### config.mk
export PLATFORM = sky130hd
export DESIGN_NAME = mem_copy_engine_flat
export DESIGN_NICKNAME = d
export VERILOG_FILES = /design/src/rtl/mem_copy_pkg.sv /design/src/rtl/mem_copy_engine_if.sv /design/src/rtl/mem_copy_engine.sv /design/src/flat_wrapper.sv
export SDC_FILE = /design/constraint.sdc
export NUM_CORES = 1
export LEC_CHECK = 0
export BUFFER_PORTS_ARGS = -buffer_cell sky130_fd_sc_hd__buf_2
export CAP_MARGIN = 10
export CORE_MARGIN = 2
export CORE_UTILIZATION = 40
export DETAILED_ROUTE_END_ITERATION = 8
export PLACE_DENSITY = 0.57
export SETUP_SLACK_MARGIN = 0.4
export SYNTH_ARGS = -nofsm -noshare
export SYNTH_HDL_FRONTEND = slang
export SYNTH_SLANG_ARGS = --single-unit
### constraint.sdc
create_clock -name clock -period 6.83 [get_ports clock]
set_clock_uncertainty 0.15 [all_clocks]
set_input_delay 0.3415 -clock clock [delete_from_list [all_inputs] [get_ports clock]]
set_output_delay 0.3415 -clock clock [all_outputs]
set_load 0.005 [all_outputs]
### src/rtl/mem_copy_pkg.sv
// Shared types for the byte-serial memory copy engine.
// State encoding and default bus widths.
package mem_copy_pkg;

  localparam int AW_DEF = 8;
  localparam int DW_DEF = 8;

  typedef enum logic [1:0] {
    IDLE  = 2'd0,
    READ  = 2'd1,
    WRITE = 2'd2,
    DONE  = 2'd3
  } state_t;

endpackage

### src/rtl/mem_copy_engine_if.sv
// Control handshake and dataMemory bus of the copy engine.
// master = engine side, slave = system/memory side.
interface mem_copy_engine_if
  import mem_copy_pkg::*;
#(
  parameter int AW = AW_DEF,
  parameter int DW = DW_DEF
);

  logic          start;
  logic [AW-1:0] srcAddr;
  logic [AW-1:0] dstAddr;
  logic [AW-1:0] length;
  logic          busy;
  logic          done;
  logic [DW-1:0] checksum;
  logic          memWrite;
  logic [AW-1:0] address;
  logic [DW-1:0] data;
  logic [DW-1:0] memOut;

  modport master (
    input  start, srcAddr, dstAddr, length, memOut,
    output busy, done, checksum, memWrite, address, data
  );

  modport slave (
    output start, srcAddr, dstAddr, length, memOut,
    input  busy, done, checksum, memWrite, address, data
  );

endinterface

### src/rtl/mem_copy_engine.sv
// Byte-serial forward copy between two dataMemory regions.
// READ/WRITE alternate per byte; keeps a running mod-256 checksum.
module mem_copy_engine
  import mem_copy_pkg::*;
#(
  parameter int AW = AW_DEF,
  parameter int DW = DW_DEF
) (
  input logic                clock,
  input logic                reset,
  mem_copy_engine_if.master  bus
);

  state_t        state;
  state_t        nxt;
  logic [AW-1:0] src;
  logic [AW-1:0] dst;
  logic [AW-1:0] len;
  logic [AW-1:0] idx;
  logic [DW-1:0] holdBuf;
  logic [DW-1:0] sum;

  // state register
  always_ff @(posedge clock) begin
    if (reset) state <= IDLE;
    else       state <= nxt;
  end

  // next-state decode
  always_comb begin
    nxt = state;
    unique case (state)
      IDLE: begin
        if (bus.start)
          nxt = (bus.length == '0) ? DONE : READ;
      end
      READ:  nxt = WRITE;
      WRITE: nxt = (idx + AW'(1) == len) ? DONE : READ;
      DONE:  nxt = IDLE;
      default: nxt = IDLE;
    endcase
  end

  // latched parameters, byte index, holding buffer, checksum
  always_ff @(posedge clock) begin
    if (reset) begin
      src     <= '0;
      dst     <= '0;
      len     <= '0;
      idx     <= '0;
      holdBuf <= '0;
      sum     <= '0;
    end else begin
      unique case (state)
        IDLE: begin
          if (bus.start) begin
            src <= bus.srcAddr;
            dst <= bus.dstAddr;
            len <= bus.length;
            idx <= '0;
            sum <= '0;
          end
        end
        READ: begin
          holdBuf <= bus.memOut;
          sum     <= sum + bus.memOut;
        end
        WRITE:   idx <= idx + AW'(1);
        default: ;
      endcase
    end
  end

  // bus outputs; reset blocks the write committing on its own edge
  always_comb begin
    bus.address  = '0;
    bus.data     = '0;
    bus.memWrite = 1'b0;
    unique case (state)
      READ: bus.address = src + idx;
      WRITE: begin
        bus.address  = dst + idx;
        bus.data     = holdBuf;
        bus.memWrite = ~reset;
      end
      default: ;
    endcase
  end

  assign bus.busy     = (state == READ) || (state == WRITE);
  assign bus.done     = (state == DONE);
  assign bus.checksum = sum;

endmodule
### src/flat_wrapper.sv
// flat-port wrapper written by rule: the top's interface ports become plain ports
module mem_copy_engine_flat import mem_copy_pkg::*;
#(
  parameter int AW = AW_DEF,
  parameter int DW = DW_DEF
)
  (clock, reset, bus_start, bus_srcAddr, bus_dstAddr, bus_length, bus_memOut, bus_busy, bus_done, bus_checksum, bus_memWrite, bus_address, bus_data);
  mem_copy_engine_if #(.AW(AW), .DW(DW)) bus_i ();
  input logic clock;
  input logic reset;
  input wire logic [$bits(bus_i.start)-1:0] bus_start;
  input wire logic [$bits(bus_i.srcAddr)-1:0] bus_srcAddr;
  input wire logic [$bits(bus_i.dstAddr)-1:0] bus_dstAddr;
  input wire logic [$bits(bus_i.length)-1:0] bus_length;
  input wire logic [$bits(bus_i.memOut)-1:0] bus_memOut;
  output wire logic [$bits(bus_i.busy)-1:0] bus_busy;
  output wire logic [$bits(bus_i.done)-1:0] bus_done;
  output wire logic [$bits(bus_i.checksum)-1:0] bus_checksum;
  output wire logic [$bits(bus_i.memWrite)-1:0] bus_memWrite;
  output wire logic [$bits(bus_i.address)-1:0] bus_address;
  output wire logic [$bits(bus_i.data)-1:0] bus_data;
  assign bus_i.start = bus_start;
  assign bus_i.srcAddr = bus_srcAddr;
  assign bus_i.dstAddr = bus_dstAddr;
  assign bus_i.length = bus_length;
  assign bus_i.memOut = bus_memOut;
  assign bus_busy = bus_i.busy;
  assign bus_done = bus_i.done;
  assign bus_checksum = bus_i.checksum;
  assign bus_memWrite = bus_i.memWrite;
  assign bus_address = bus_i.address;
  assign bus_data = bus_i.data;
  mem_copy_engine #(.AW(AW), .DW(DW)) u_core (.clock(clock), .reset(reset), .bus(bus_i));
endmodule
==> impl_metrics.json, run 1 <==
{
  "status": "completed",
  "crit_path_end_kind": "output port",
  "arrival_ns": 2.84,
  "fmax_mhz": 300,
  "hold_violations": 0,
  "num_rows": 31,
  "syn_nets": 418,
  "grt_start_max_net_pins": 58,
  "cts_hold_buf": 0,
  "cts_tree": "built",
  "hold_class": "in -> reg",
  "synth_ff_type": "dfxtp_1",
  "drt_iter0_drc": 148,
  "synth_top_cell_area_share_pct": 33.0,
  "ys_ff_latch": 50,
  "setup_violations": 0,
  "slew_viol_final": 0,
  "area_growth_pct": 14.6,
  "syn_avg_cell_area_um2": 8.38,
  "worstSkewPairLatency_ns": 0.31,
  "crit_chain": "inv_1 > ha_1 > mux2_2 > ha_1 > inv_1 > fa_1 > nor2b_1 > o21ai_1 > a21boi_0 > or3_1 > nand3_1 > buf_2",
  "h-tree-depth": 2,
  "clk_path_buf_depth": 2,
  "fin_area_um2": 3480,
  "clk_pin_slew_ns": 0.10,
  "nFillCells": 786,
  "peakVddDrop_mv": 0.119,
  "numCtsBuffers": 5,
  "postSynthCellCount": 362,
  "slowest_stage": "fa_1",
  "tightest_slew_ns": 1.05,
  "synth_area_leader_cell": "dfxtp_1",
  "io_pins": 62,
  "clock-root-buffer": "clkbuf_8",
  "antenna_cells": 0,
  "maxSlewHeadroom_pct": 30.3,
  "port_buffers": 61,
  "synth_area_leaders": "dfxtp_1, ha_1, nand2_1",
  "start_kind": "flip-flop",
  "rsz0062_at_grt": "false",
  "post_dp_cell_area_um2": 3360,
  "fin_crit_sh_pct": 48.8,
  "required_ns": 6.34,
  "r2r_cells": 6,
  "grt_pass1_wl_um": 12200,
  "p_leak_nw": 1.50,
  "cap_violations": 0,
  "grt_use_total_pct": 18.3,
  "vias": 2626,
  "cts_resized": 0,
  "dp.final_hpwl_um": 5330,
  "power_density_nw_per_um2": 288,
  "yosysWarningCount": 0,
  "synth_edf_count": 0,
  "die_x_um": 91.1,
  "cts.sinks": 50,
  "routed_wl_um": 7270,
  "synthArstFlopShare_pct": 0,
  "multi_input_area_um2": 1890,
  "detail_route.vias_per_cell": 5.14,
  "final-seq-area_um2": 1000,
  "reg2reg_from": "u_core.state[1]",
  "hold_depth": 3,
  "initial_core_util_pct": 41.6,
  "antenna_found_initial": 0,
  "final_nets": 467,
  "post-route-min-period_ns": 3.33,
  "post-route-util_pct": 47.7,
  "dieArea_um2": 8300,
  "ys_seq_area_share_pct": 33.0,
  "cp_slowest_stage_delay_ns": 0.38,
  "grt_pass1_vias": 2441,
  "drc": 0,
  "syn_area_um2": 3030,
  "crit_fanout": 4,
  "globalplace.congestion": 0.861,
  "drtPass1Iterations": 4,
  "setup_tns_ns": 0,
  "core_um2": 7290,
  "min-delay-start": "bus_dstAddr[1]",
  "synth_cell_types": 61,
  "wl_per_cell_um": 14.2,
  "crit_type": "reg -> out",
  "cts_setup_buffers": 0,
  "die_h_um": 91.1,
  "final_layout_size_suffix_gt1_share_pct": 22.8,
  "postRouteAntennaNets": 0,
  "overflow": 0,
  "crit_start": "u_core.state[0]"
}
==> synthesized netlist by cell type, drive strengths merged (2+ instances only) <==
cell type and instances:
nand2 62, a21oi 31, xor2 5, ha 19
nor3 6, a21o 5, nor2 32, inv 9
nand2b 2, o21ai 13, mux2i 10, nand3b 4
nor4 3, nand4b 2, clkbuf 10, mux2 9
nor4b 2, and2 14, fa 2, xnor2 13
dfxtp 50, buf 10, a31oi 3, a22oi 11
nor3b 2, nand3 8, a211oi 4, nor2b 5
==> final timing paths <==
check                                 to  slack [ns]
setup / recovery          bus_address[6]        3.50
hold / removal             u_core.dst[1]        0.10
setup reg to reg  u_core.bus.checksum[4]        4.42
hold reg to reg            u_core.src[6]        0.31
==> layout make-up <==
| type | instances | share of cell area, % |
|---|---|---|
| Clock buffer | 5 | 1.98 |
| Clock inverter | 3 | 1.40 |
| Tap cell | 99 | 3.56 |
| Inverter | 9 | 0.972 |
| Sequential cell | 50 | 28.8 |
| Multi-Input combinational cell | 283 | 54.3 |
| Timing Repair Buffer | 62 | 9.00 |
==> critical path: cells and delay by family, from the launching register on <==
family                   cells  cell delay (ns)
AO/OA/AOI/OAI                2             0.42
adder cells (fa/ha/maj)      3             0.82
buffers and inverters        3             0.28
flip-flops                   1             0.37
multiplexers                 1             0.24
AND/OR/NAND/NOR              3             0.39
==> metal layers <==
layer | track usage [%] | wire (µm)
met1 | 26.5 | 3660
met2 | 27.0 | 3120
met3 | 3.65 | 334
met4 | 6.19 | 157
met5 | 0 | 0
==> state kept, by name, indices dropped and copies added (netlist names) <==
register             count
u_core.bus.checksum      8
u_core.idx               8
u_core.state             2
u_core.len               8
u_core.dst               8
u_core.src               8
u_core.holdBuf           8
==> power breakdown <==
group / internal (W) / switching [W] / total (W)
clock network: 0.000112 / 0.000115 / 0.000227
registers: 0.000341 / 0.0000368 / 0.000378
logic: 0.000163 / 0.000233 / 0.000396
==> cell families (layout without fill, tap and decap cells) <==
kind of cell / Yosys count / in the layout / share of synthesized area, %
AOI/OAI and AO/OA: 78 / 78 / 17.4
xor gates and xnor gates: 18 / 18 / 5.44
adders and majority gates: 21 / 21 / 9.15
buffers and inverters: 29 / 79 / 4.78
DFF: 50 / 50 / 33.0
muxes: 19 / 19 / 6.76
and+or+nand+nor: 147 / 147 / 23.5
==> through the flow <==
step | std cells | hold WS [ns] | total power (W) | setup WS [ns]
floorplan | 362 | 0.283 | 0.000677 | 3.91
global placement | 503 | 0.290 | 0.000779 | 3.91
detailed placement | 503 | 0.295 | 0.000784 | 3.85
CTS | 511 | 0.0957 | 0.00101 | 3.48
global route | 511 | 0.0923 | 0.00108 | 3.25
finish | 511 | 0.104 | 0.00100 | 3.50
==> layout by cell type (no fill, tap or decap), drive strengths merged, types with 6 or more instances in the layout <==
master / netlist / final
a21oi: 31 / 31
mux2i: 10 / 10
a22oi: 11 / 11
nand2: 62 / 62
dfxtp: 50 / 50
mux2: 9 / 9
nand3: 8 / 8
inv: 9 / 10
nor3: 6 / 6
and2: 14 / 14
o21ai: 13 / 13
ha: 19 / 19
xnor2: 13 / 13
buf: 10 / 62
nor2: 32 / 32
(Power assumes the default switching activity.)
==> inputs of run 2 (changes only) <==
--- a/config.mk
+++ b/config.mk
@@ -10,7 +10,7 @@
 export CORE_MARGIN = 2
 export CORE_UTILIZATION = 40
 export DETAILED_ROUTE_END_ITERATION = 8
-export PLACE_DENSITY = 0.57
+export PLACE_DENSITY = 0.6
 export SETUP_SLACK_MARGIN = 0.4
 export SYNTH_ARGS = -nofsm -noshare
 export SYNTH_HDL_FRONTEND = slang
==> constraint.sdc (replaced) <==
create_clock -name clock -period 2.9 [get_ports clock]
set_clock_uncertainty 0.15 [all_clocks]
set_input_delay 0.145 -clock clock [delete_from_list [all_inputs] [get_ports clock]]
set_output_delay 0.145 -clock clock [all_outputs]
set_load 0.005 [all_outputs]
==> run 2 against run 1 <==
Via count increased by 3.4%. Non-clock buffer count increased by 40. Global-route usage increased by 0.55 points. Largest cell class unchanged. Critical path depth decreased by 1. Critical path type unchanged. Clock-buffer cell count increased by 2. Design area increased by 14%. Sequential share of layout area decreased by 3.5 points. Largest power group unchanged. Combinational power increased to 2.7 times the previous value.
==> impl_metrics.json, run 2 (synthesized netlist as in run 1, its figures left out) <==
{
  "status": "completed",
  "p_sw_share_pct": 37.7,
  "start_kind": "flip-flop",
  "final_cell_mix": "nand2_1, buf_2, dfxtp_1, nor2_1, dlygate4sd3_1",
  "fmax_mhz": 374,
  "maxSlewHeadroom_pct": 44.1,
  "numCtsBuffers": 5,
  "drt_iter0_drc": 116,
  "slowest_stage": "dfxtp_2",
  "clk_path_buf_depth": 2,
  "intPower_w": 0.00150,
  "antenna_cells": 0,
  "worstSkewPairLatency_ns": 0.30,
  "clk_pin_slew_ns": 0.09,
  "p_leak_nw": 1.68,
  "die_h_um": 91.1,
  "dieArea_um2": 8300,
  "grt_pass1_vias": 2724,
  "h-tree-depth": 2,
  "arrival_ns": 2.38,
  "crit_fanout": 5,
  "cp_slowest_stage_delay_ns": 0.33,
  "port_buffers": 61,
  "place_ws_ns": 0.260,
  "drtPass1Iterations": 4,
  "clock-root-buffer": "clkbuf_8",
  "fin_crit_sh_pct": 92.2,
  "combPwrFrac_pct": 43.9,
  "core_um2": 7290,
  "io_pins": 62,
  "wl_per_cell_um": 13.5,
  "vias": 2716,
  "hold_class": "in -> reg",
  "routed_wl_um": 7450,
  "grt_pass1_wl_um": 12700,
  "fin_ws_ns": 0.225,
  "die_x_um": 91.1,
  "crit_type": "reg -> out",
  "crit_chain": "inv_2 > ha_4 > buf_4 > mux2_2 > ha_2 > nor3_2 > o21ai_1 > a31oi_1 > xnor2_1 > and2_1 > buf_2",
  "crit_path_end_kind": "output port",
  "post-route-min-period_ns": 2.68,
  "detail_route.vias_per_cell": 4.93,
  "power_density_nw_per_um2": 606,
  "rsz0062_at_grt": "true",
  "p_switching_w": 0.000904,
  "final-seq-area_um2": 1000,
  "nFillCells": 717,
  "grt_start_max_net_pins": 39,
  "area_growth_pct": 30.6,
  "overflow": 0,
  "setup_tns_ns": 0,
  "postRouteAntennaNets": 0,
  "antenna_found_initial": 0,
  "drc": 0,
  "met3_length_um": 271,
  "peakVddDrop_mv": 0.308,
  "highest_layer": "met4",
  "cap_violations": 0,
  "multi_input_area_um2": 2010,
  "num_rows": 31,
  "initial_core_util_pct": 41.6,
  "cts.sinks": 50,
  "drt-met1-wl_um": 3590,
  "globalplace.congestion": 0.824,
  "setup_violations": 0,
  "hold_violations": 0,
  "whs_ns": 0.0293,
  "grt_use_total_pct": 18.8,
  "clockPowerShare_pct": 19.1,
  "required_ns": 2.61,
  "slew_viol_final": 0,
  "dp.final_hpwl_um": 5170,
  "final_nets": 507,
  "cts_tree": "built",
  "p_seq_share_pct": 37.0,
  "tightest_slew_ns": 0.836,
  "met2WireLength_um": 3490,
  "final_layout_size_suffix_gt1_share_pct": 27.2
}
-- run 2: cell types whose count changed in the layout (fill, tap and decap cells not counted), moves of 3 or more --
| cell | previous run | this run |
|---|---|---|
| buf_4 | 1 | 10 |
| o21ai_2 | 0 | 3 |
| ha_1 | 19 | 12 |
| dlygate4sd3_1 | 0 | 31 |
| ha_4 | 0 | 5 |
-- run 2: path summary, 6_finish.rpt --
check | start | endpoint | slack [ns] | depth (start not counted)
setup / recovery | u_core.state[0] | bus_address[7] | 0.22 | 11
setup reg to reg | u_core.state[0] | u_core.dst[2] | 0.79 | 7
hold / removal | bus_memOut[1] | u_core.holdBuf[1] | 0.03 | 3
hold reg to reg | u_core.src[2] | u_core.src[2] | 0.31 | 2
-- run 2: final cells by class --
class	instances	area share, %
Clock inverter	1	0.221
Tap cell	99	3.13
Clock buffer	7	2.43
Timing Repair Buffer	102	17.4
Sequential cell	50	25.3
Multi-Input combinational cell	283	50.6
Inverter	9	0.853
-- run 2: worst max-delay path: cells and delay by family (launching register included) --
family                   cells  cell delay, ns
flip-flops                   1            0.33
AND/OR/NAND/NOR              2            0.31
XOR/XNOR                     1            0.13
AO/OA/AOI/OAI                2            0.29
multiplexers                 1            0.33
buffers and inverters        3            0.32
adder cells (fa/ha/maj)      2            0.37
-- run 2: layer usage --
metal	vias to the layer above	track usage (%)
met5	-	0
met3	9	3.32
met2	53	32.6
met4	0	4.42
li1	1433	-
met1	1221	24.3
-- run 2: what timing repair did --
action	CTS	global route
buffers inserted	3	1
pin swaps	8	2
resized for setup	16	4
endpoints found under the hold margin	31	0
hold buffers	31	0
endpoints found under the setup margin	6	6
-- run 2: power by group through the flow --
stage / clock network (W) / logic (W) / registers [W]
after floorplan: 0 / 0.000728 / 0.000886
after global placement: 0 / 0.000964 / 0.000899
after detailed placement: 0 / 0.000969 / 0.000901
after CTS: 0.000477 / 0.00105 / 0.000888
after global routing: 0.000496 / 0.00119 / 0.000905
final: 0.000458 / 0.00106 / 0.000889
-- run 2: per-stage QoR --
step	power [W]	area, µm²	util (%)	instances
after floorplan	0.00161	3060	-	362
after global placement	0.00186	3420	46.9	508
after detailed placement	0.00187	3420	46.9	508
after CTS	0.00242	3940	54.0	550
after global routing	0.00259	3960	54.3	551
final	0.00240	3960	54.3	551
==> inputs of run 3 (changes only) <==
==> constraint.sdc (replaced) <==
create_clock -name clock -period 2.9 [get_ports clock]
set_clock_uncertainty 0.15 [all_clocks]
set_input_delay 0.58 -clock clock [delete_from_list [all_inputs] [get_ports clock]]
set_output_delay 0.58 -clock clock [all_outputs]
set_load 0.005 [all_outputs]
==> run 3 against run 2 <==
The run now ends with setup timing left. First-iteration DRC count decreased by 8.6%. Fmax shrank 16%. Worst setup slack got worse by 0.50 ns. Die area did not move.
==> impl_metrics.json, run 3 (synthesized netlist as in run 1, its figures left out) <==
{
  "hold_class": "reg -> reg",
  "crit_path_end_kind": "output port",
  "violations": "setup timing",
  "grt_use_total_pct": 17.9,
  "worstSkewPairLatency_ns": 0.31,
  "dpl.cell_count": 513,
  "cp_slowest_stage_delay_ns": 0.34,
  "arrival_ns": 2.44,
  "post-route-util_pct": 50.6,
  "slowest_stage": "dfxtp_2",
  "io_pins": 62,
  "dieArea_um2": 8300,
  "vias": 2675,
  "peakVddDrop_mv": 0.337,
  "postRouteAntennaNets": 0,
  "final_nets": 480,
  "detail_route.vias_per_cell": 5.10,
  "crit_fanout": 5,
  "antenna_found_initial": 0,
  "combPwrFrac_pct": 42.4,
  "dp.final_hpwl_um": 5270,
  "grt_start_max_net_pins": 31,
  "required_ns": 2.17,
  "port_buffers": 61,
  "final_layout_size_suffix_gt1_share_pct": 28.9,
  "p_seq_share_pct": 36.6,
  "initial_core_util_pct": 41.6,
  "status": "complete, but fails checks",
  "cts.sinks": 50,
  "grt_pass1_vias": 2599,
  "globalplace.congestion": 0.881,
  "met2WireLength_um": 3250,
  "h-tree-depth": 2,
  "clock-root-buffer": "clkbuf_8",
  "p_sw_share_pct": 37.5,
  "maxSlewHeadroom_pct": 45.2,
  "clockPowerShare_pct": 20.9,
  "final_cell_mix": "nand2_1, buf_2, dfxtp_1, nor2_1, a21oi_1",
  "power_density_nw_per_um2": 655,
  "area_growth_pct": 21.6,
  "drt_iter0_drc": 106,
  "clk_path_buf_depth": 2,
  "routed_wl_um": 7230,
  "cts_hold_buf": 0,
  "crit_type": "reg -> out",
  "num_rows": 31,
  "fin_crit_sh_pct": 109,
  "die_h_um": 91.1,
  "tightest_slew_ns": 0.820,
  "fmax_mhz": 315,
  "path_buf_inv": 3,
  "worst_path_dominant_cell_family": "adder cells",
  "highest_layer": "met4",
  "place_ws_ns": 0.000566,
  "die_x_um": 91.1,
  "setup_violations": 4,
  "clk_pin_slew_ns": 0.10,
  "post-route-min-period_ns": 3.17,
  "grt_pass1_wl_um": 12100,
  "cts_tree": "built",
  "drtPass1Iterations": 4,
  "rsz0062_at_grt": "true",
  "finalNonFillerCells": 524,
  "drt-met1-wl_um": 3470,
  "wl_per_cell_um": 13.8,
  "numCtsBuffers": 5,
  "hold_violations": 0,
  "core_um2": 7290,
  "drc": 0,
  "cap_violations": 0,
  "met3_length_um": 358,
  "slew_viol_final": 0,
  "start_kind": "flip-flop",
  "fin_ws_ns": -0.272,
  "overflow": 0,
  "intPower_w": 0.00151,
  "crit_chain": "inv_2 > ha_4 > mux2_4 > ha_4 > inv_2 > fa_2 > nor2b_2 > o21ai_2 > a21boi_2 > or3_1 > nand3_1 > buf_2",
  "p_switching_w": 0.000906,
  "p_leak_nw": 1.57,
  "antenna_cells": 0
}
-- run 3: cell count changes in the layout (fill, tap and decap cells not counted), moves of 2 or more --
cell,change
ha_2,-2
o21ai_1,+2
o21ai_2,-2
buf_4,+3
clkbuf_8,-2
dlygate4sd3_1,-31
-- run 3: layout make-up --
cell class / instances / area, µm²
fill: 779 / 3600
multi-input combinational: 283 / 2000
sequential: 50 / 1000
timing repair buffer: 75 / 414
tap: 99 / 124
clock buffer: 5 / 68.8
clock inverter: 3 / 43.8
inverter: 9 / 33.8
-- run 3: tightest hold or removal path, cell delays in order, from the launching register on --
cell and delay, ns:
dfxtp_1 0.32, nand2_1 0.05, a21oi_1 0.05
-- run 3: worst paths after layout --
path	startpoint	end	slack, ns	cells past startpoint
worst max-delay path	u_core.state[0]	bus_address[6]	-0.27	12
worst min-delay path	u_core.dst[7]	u_core.dst[7]	0.31	2
worst max register to register	u_core.bus.checksum[0]	u_core.bus.checksum[6]	0.79	7
worst min register to register	u_core.dst[7]	u_core.dst[7]	0.31	2
-- run 3: what timing repair did --
| action | in CTS | in global routing |
|---|---|---|
| resized for setup | 8 | 4 |
| setup buffers | 3 | 0 |
| pin swaps | 7 | 6 |
| endpoints found under the setup margin | 7 | 8 |
| cloned | 0 | 0 |
-- run 3: routing by layer --
metal  vias to the layer above  global-route usage (%)
li1                       1381                       -
met1                      1218                    23.4
met2                        67                    29.4
met3                         9                    4.15
met4                         0                    5.68
met5                         -                       0
-- run 3: metrics by stage --
stage,total power (W),instance area [µm²],setup TNS (ns),hold slack [ns]
after floorplan,0.00162,3080,0,0.283
after global placement,0.00188,3470,0,0.291
after detailed placement,0.00189,3470,0,0.299
after CTS,0.00243,3670,-0.847,0.313
final,0.00242,3690,-0.833,0.310
after global routing,0.00260,3690,-1.55,0.336
-- run 3: power groups by stage --
stage | sequential (W) | combinational, W | clock (W)
final | 0.000885 | 0.00102 | 0.000506
after global routing | 0.000903 | 0.00115 | 0.000548
after CTS | 0.000885 | 0.00102 | 0.000521
after detailed placement | 0.000901 | 0.000990 | 0
after global placement | 0.000899 | 0.000977 | 0
after floorplan | 0.000890 | 0.000732 | 0
